[config.mk]
export PLATFORM = sky130hd
export DESIGN_NAME = rf_wb_arbiter
export DESIGN_NICKNAME = d
export VERILOG_FILES = /design/src/rtl/rf_ctrl_pkg.sv /design/src/rtl/rr_arbiter.sv /design/src/rtl/rf_wb_arbiter.sv
export SDC_FILE = /design/constraint.sdc
export NUM_CORES = 1
export LEC_CHECK = 0
export BUFFER_PORTS_ARGS = -buffer_cell sky130_fd_sc_hd__buf_2
export CAP_MARGIN = 10
export CELL_PAD_IN_SITES_DETAIL_PLACEMENT = 1
export CELL_PAD_IN_SITES_GLOBAL_PLACEMENT = 2
export CORE_ASPECT_RATIO = 1.25
export CORE_UTILIZATION = 27
export DETAILED_ROUTE_END_ITERATION = 10
export HOLD_SLACK_MARGIN = 0.06
export PLACE_DENSITY_LB_ADDON = 0.1
export SLEW_MARGIN = 20
export SYNTH_ARGS = -nofsm -noshare
export SYNTH_HDL_FRONTEND = slang
export SYNTH_HIERARCHICAL = 1
export SYNTH_SLANG_ARGS = --single-unit
[constraint.sdc]
create_clock -name clk -period 5.8 [get_ports clk]
set_input_delay 1.45 -clock clk [delete_from_list [all_inputs] [get_ports clk]]
set_output_delay 1.45 -clock clk [all_outputs]
set_load 0.005 [all_outputs]
[src/rtl/rf_ctrl_pkg.sv]
// rf_ctrl_pkg: shared register-file writeback constants and request type
package rf_ctrl_pkg;
  localparam int RF_ADDR_W = 5;
  localparam int XLEN = 32;
  typedef struct packed {
    logic [RF_ADDR_W-1:0] addr;
    logic [XLEN-1:0] data;
  } wb_req_t;
endpackage

[src/rtl/rr_arbiter.sv]
// rr_arbiter: round-robin one-hot grant starting the search at ptr, wrapping modulo N
module rr_arbiter #(
  parameter int N = 3,
  localparam int IW = $clog2(N)
) (
  input  logic [N-1:0]  req,
  input  logic [IW-1:0] ptr,
  output logic [N-1:0]  gnt,
  output logic [IW-1:0] gnt_idx
);
  always_comb begin
    gnt_idx = '0;
    for (int k = N - 1; k >= 0; k--)
      if (req[IW'((int'(ptr) + k) % N)]) gnt_idx = IW'((int'(ptr) + k) % N);
    gnt = '0;
    gnt[gnt_idx] = |req;
  end
endmodule

[src/rtl/rf_wb_arbiter.sv]
// rf_wb_arbiter: round-robin writeback arbiter with registered RF write port and pending-write scoreboard
module rf_wb_arbiter
  import rf_ctrl_pkg::*;
#(
  parameter int NREQ = 3,
  parameter int DEPTH = 32,
  localparam int IW = $clog2(NREQ)
) (
  input  logic                      clk,
  input  logic                      rst,
  input  logic [NREQ-1:0]           req_valid,
  output logic [NREQ-1:0]           req_ready,
  input  logic [NREQ*RF_ADDR_W-1:0] req_addr,
  input  logic [NREQ*XLEN-1:0]      req_data,
  input  logic                      iss_valid,
  input  logic [RF_ADDR_W-1:0]      iss_rd,
  input  logic                      flush,
  input  logic [RF_ADDR_W-1:0]      chk_ra1,
  input  logic [RF_ADDR_W-1:0]      chk_ra2,
  output logic                      hazard1,
  output logic                      hazard2,
  output logic                      rf_we,
  output logic [RF_ADDR_W-1:0]      rf_wa,
  output logic [XLEN-1:0]           rf_wd,
  output logic [DEPTH-1:0]          busy
);
  logic [IW-1:0] r_ptr, w_gnt_idx;
  logic [NREQ-1:0] w_gnt;
  logic r_we;
  logic [RF_ADDR_W-1:0] r_wa;
  logic [XLEN-1:0] r_wd;
  logic [DEPTH-1:0] r_busy, w_busy_nxt;
  wb_req_t w_src [NREQ];
  wb_req_t w_sel;
  logic w_fire;
  rr_arbiter #(.N(NREQ)) u_rr (.req(req_valid), .ptr(r_ptr), .gnt(w_gnt), .gnt_idx(w_gnt_idx));
  always_comb for (int i = 0; i < NREQ; i++)
    w_src[i] = '{addr: req_addr[RF_ADDR_W*i +: RF_ADDR_W], data: req_data[XLEN*i +: XLEN]};
  assign w_sel = w_src[w_gnt_idx];
  assign req_ready = rst ? '0 : w_gnt;
  assign w_fire = |req_ready;
  always_comb begin
    w_busy_nxt = flush ? '0 : r_busy;
    if (r_we) w_busy_nxt[r_wa] = 1'b0;
    if (iss_valid) w_busy_nxt[iss_rd] = 1'b1;
    w_busy_nxt[0] = 1'b0;
  end
  always_ff @(posedge clk) begin
    if (rst) begin
      r_ptr <= '0;
      r_we <= 1'b0;
      r_wa <= '0;
      r_wd <= '0;
      r_busy <= '0;
    end else begin
      r_busy <= w_busy_nxt;
      r_we <= w_fire && w_sel.addr != '0;
      if (w_fire) begin
        r_ptr <= w_gnt_idx == IW'(NREQ - 1) ? '0 : w_gnt_idx + 1'b1;
        r_wa <= w_sel.addr;
        r_wd <= w_sel.data;
      end
    end
  end
  assign rf_we = r_we;
  assign rf_wa = r_wa;
  assign rf_wd = r_wd;
  assign busy = r_busy;
  assign hazard1 = r_busy[chk_ra1];
  assign hazard2 = r_busy[chk_ra2];
endmodule

==> flow_summary.toml <==
[sta]
setup_violations = 0
whs_ns = 0.4876
fin_worst_skew_ns = 0.006788
tightest_slew_ns = 1.062
setup_slack_ns = 1.581
relSlewSlack = 0.2904
period_needed_ns = 4.219
grt_setup_unrepaired = "false"
drv_slew = 0
fmax_mhz = 237.0
fin_tns_setup_ns = 0
fin_crit_sh = 0.7273
hold_viol_final = 0

[critical_path]
critical_path.startpoint = "req_valid[1]"
ff2ff_path_depth = 11
worstPathMaxFanout = 4
path_class = "in -> out"
slowest_delay_ns = 0.51
critical-path-top-delay-family = "simple AND/OR/NAND/NOR gates"
critical_path_depth = 6
start_kind = "primary input"
crit_path_frequent_cell = "buf_2"
r2r_start = "r_ptr[0]"
crit_chain = "buf_2, nor4b_1, o21ai_0, nand2b_1, nor2b_1, buf_2"
r2r_end = "rf_we"
cp_slowest_cell = "nor4b_1"
cp_num_buf_inv = 2
setup.worst_path.end = "req_ready[2]"
ff2ff_setup_slack_ns = 2.38
crit_arrival_ns = 2.77
cp-end-kind = "primary output"
required_ns = 4.35

[placement]
port-buffer-count = 206
dp_slack_ns = 1.554
place_congestion = 0.7640
dp_hpwl_um = 13210
postPlaceCellArea_mm2 = 0.005544

[die]
initial_core_util = 0.2791
std_cell_rows = 51
die_area_mm2 = 0.01681
die_width_um = 116.2
chipHeight_um = 144.7
core_mm2 = 0.01576
io_pins = 208

[hold_path]
hold_path_class = "reg -> reg"

[clock_network]
cts_sinks = 71
numCtsBuffers = 9
postCtsHoldBufs = 0
clkLatencyLatePin_ns = 0.34
clk_pin_slew_ns = 0.06
cts_resized = 0
root_buffer = "clkbuf_16"
tritoncts = "yes"
postCtsSetupBuffers = 0
clock_path_buffers = 2
htree_levels = 3

[job]
max_cap_violations = 0

[finish]
insertedDiodeCount = 0
syn_to_final_growth_pct = 33.48
seq_area_mm2 = 0.001421
drive_gt1_frac = 0.3208
fin_nets = 877
finalInstanceArea_mm2 = 0.005872
nFillCells = 1984
postLayoutCoreUtil = 0.3725
multi_input_area_mm2 = 0.002778

[drt]
drtIter0Drc = 166
ant_nets = 0
dr.pass1.iters = 4
drcViolationCount = 0
num_vias = 4860
via_per_inst = 5.078
wl_um = 17010
avgRoutedWirePerCell_um = 17.77

[synthesis]
synth.avg_cell_area_um2 = 7.800
synth_area_mm2 = 0.004399
ys_async_sr_fraction = 0
synth_edf_count = 0
ys_warn_count = 6
synth_flop_cell = "dfxtp_1"
synth_cell_types = 41
synth-seq-area-share = 0.3231
synth_seq_cells = 71
synthCells = 564
postSynthNetCount = 700

[power_and_ir_drop]
ir_worst_vdd_v = 0.0001633
power-per-cell-area_mw_per_mm2 = 285.4
p_leak_nw = 2.576

[outcome]
outcome = "completed"

[grt]
grt_usage = 0.2079
grt_max_degree = 73
grt_pass1_wl_um = 26630
antenna_found_initial = 1
grt_overflow_total = 0
grt_pass1_vias = 4981
-- cell usage after synthesis, types with 2 or more instances --
master / n / area [um2]
nor2_1: 97 / 364.1
dfxtp_1: 71 / 1421
a21oi_1: 59 / 295.3
mux2i_1: 56 / 560.5
nor3_1: 39 / 195.2
a211oi_1: 37 / 277.8
nand2_1: 26 / 97.59
nor2b_1: 25 / 156.4
clkbuf_1: 23 / 86.33
nand2b_1: 21 / 131.4
o21ai_0: 18 / 90.09
buf_2: 14 / 70.07
nand3_1: 10 / 50.05
nor3b_1: 8 / 60.06
mux4_2: 6 / 135.1
and3b_1: 5 / 43.79
inv_1: 5 / 18.77
nand3b_1: 5 / 37.54
a22oi_1: 4 / 30.03
and3_1: 4 / 25.02
buf_1: 3 / 11.26
buf_4: 3 / 22.52
ha_1: 3 / 37.54
nand4_1: 2 / 12.51
o2111ai_1: 2 / 17.52
o211ai_1: 2 / 15.01
o21ai_2: 2 / 17.52
-- tightest hold or removal path, delay by kind of cell (launching register included) --
family           cells  cell delay [ns]
AO/OA/AOI/OAI        1             0.05
flip-flops           1             0.33
AND/OR/NAND/NOR      1             0.06
-- sequential cells by signal, indices dropped and copies added (netlist names) --
signal	count
busy	31
rf_wa	5
rf_we	1
r_ptr	2
rf_wd	32
-- metrics by stage --
step                total power, mW  instances
global placement              1.055        942
floorplan                    0.8784        564
global route                  1.778        957
finish                        1.676        957
detailed placement            1.067        942
CTS                           1.710        957
-- layout make-up --
class,count,share of cell area
clock buffers,11,0.03963
clock inverters,4,0.01619
inverters,5,0.003196
multi-input cells,444,0.4730
flip-flops and latches,71,0.2421
well taps,212,0.04517
repair buffers,210,0.1807
-- metal layers --
metal	wire, um	GRT usage	vias to the layer above
li1	-	-	2358
met1	6900	0.2332	2289
met2	8681	0.3750	182
met3	1057	0.05165	29
met4	356	0.07895	2
met5	13	0	-
-- power breakdown --
| group | leakage (nW) | internal [mW] | switching [mW] |
|---|---|---|---|
| sequential | 0.581 | 0.538 | 0.0461 |
| clock | 0.160 | 0.417 | 0.210 |
| combinational | 1.83 | 0.194 | 0.270 |
| total | 2.58 | 1.15 | 0.527 |
-- worst min-delay path by stage --
stage	startpoint	to	slack, ns	cells past startpoint
2_1_floorplan	r_ptr[0]	r_ptr[0]	0.45	2
3_3_place_gp	r_ptr[0]	r_ptr[0]	0.46	2
3_5_place_dp	r_ptr[0]	r_ptr[0]	0.48	2
4_1_cts	r_ptr[0]	r_ptr[0]	0.49	2
5_1_grt	rf_wd[28]	rf_wd[28]	0.51	2
6_report	r_ptr[0]	r_ptr[0]	0.49	2
-- cells by family (layout without fill, tap and decap cells) --
logic type / count (synthesis) / count (layout) / synth area share
AO/OA/AOI/OAI: 131 / 131 / 0.1829
multiplexers: 62 / 62 / 0.1581
flip-flops: 71 / 71 / 0.3231
other: 1 / 1 / 0.0008524
buffers and inverters: 49 / 230 / 0.05006
adder cells (fa/ha/maj): 3 / 3 / 0.008533
AND/OR/NAND/NOR: 247 / 247 / 0.2765
-- cell usage in the layout (no fill, tap or decap), drive strengths merged, types with 4 or more instances in the layout --
cell and n:
o21ai 20, inv 5, and3b 5, a22oi 4, nand3b 5, mux4 6, nor3b 9, a21oi 60
nor2b 25, nor3 39, nor2 97, and3 4, buf 210, nand3 10, dfxtp 71, clkbuf 11
nand2b 21, mux2i 56, a211oi 37, nand2 26
Power figures use the tool's default switching activity.
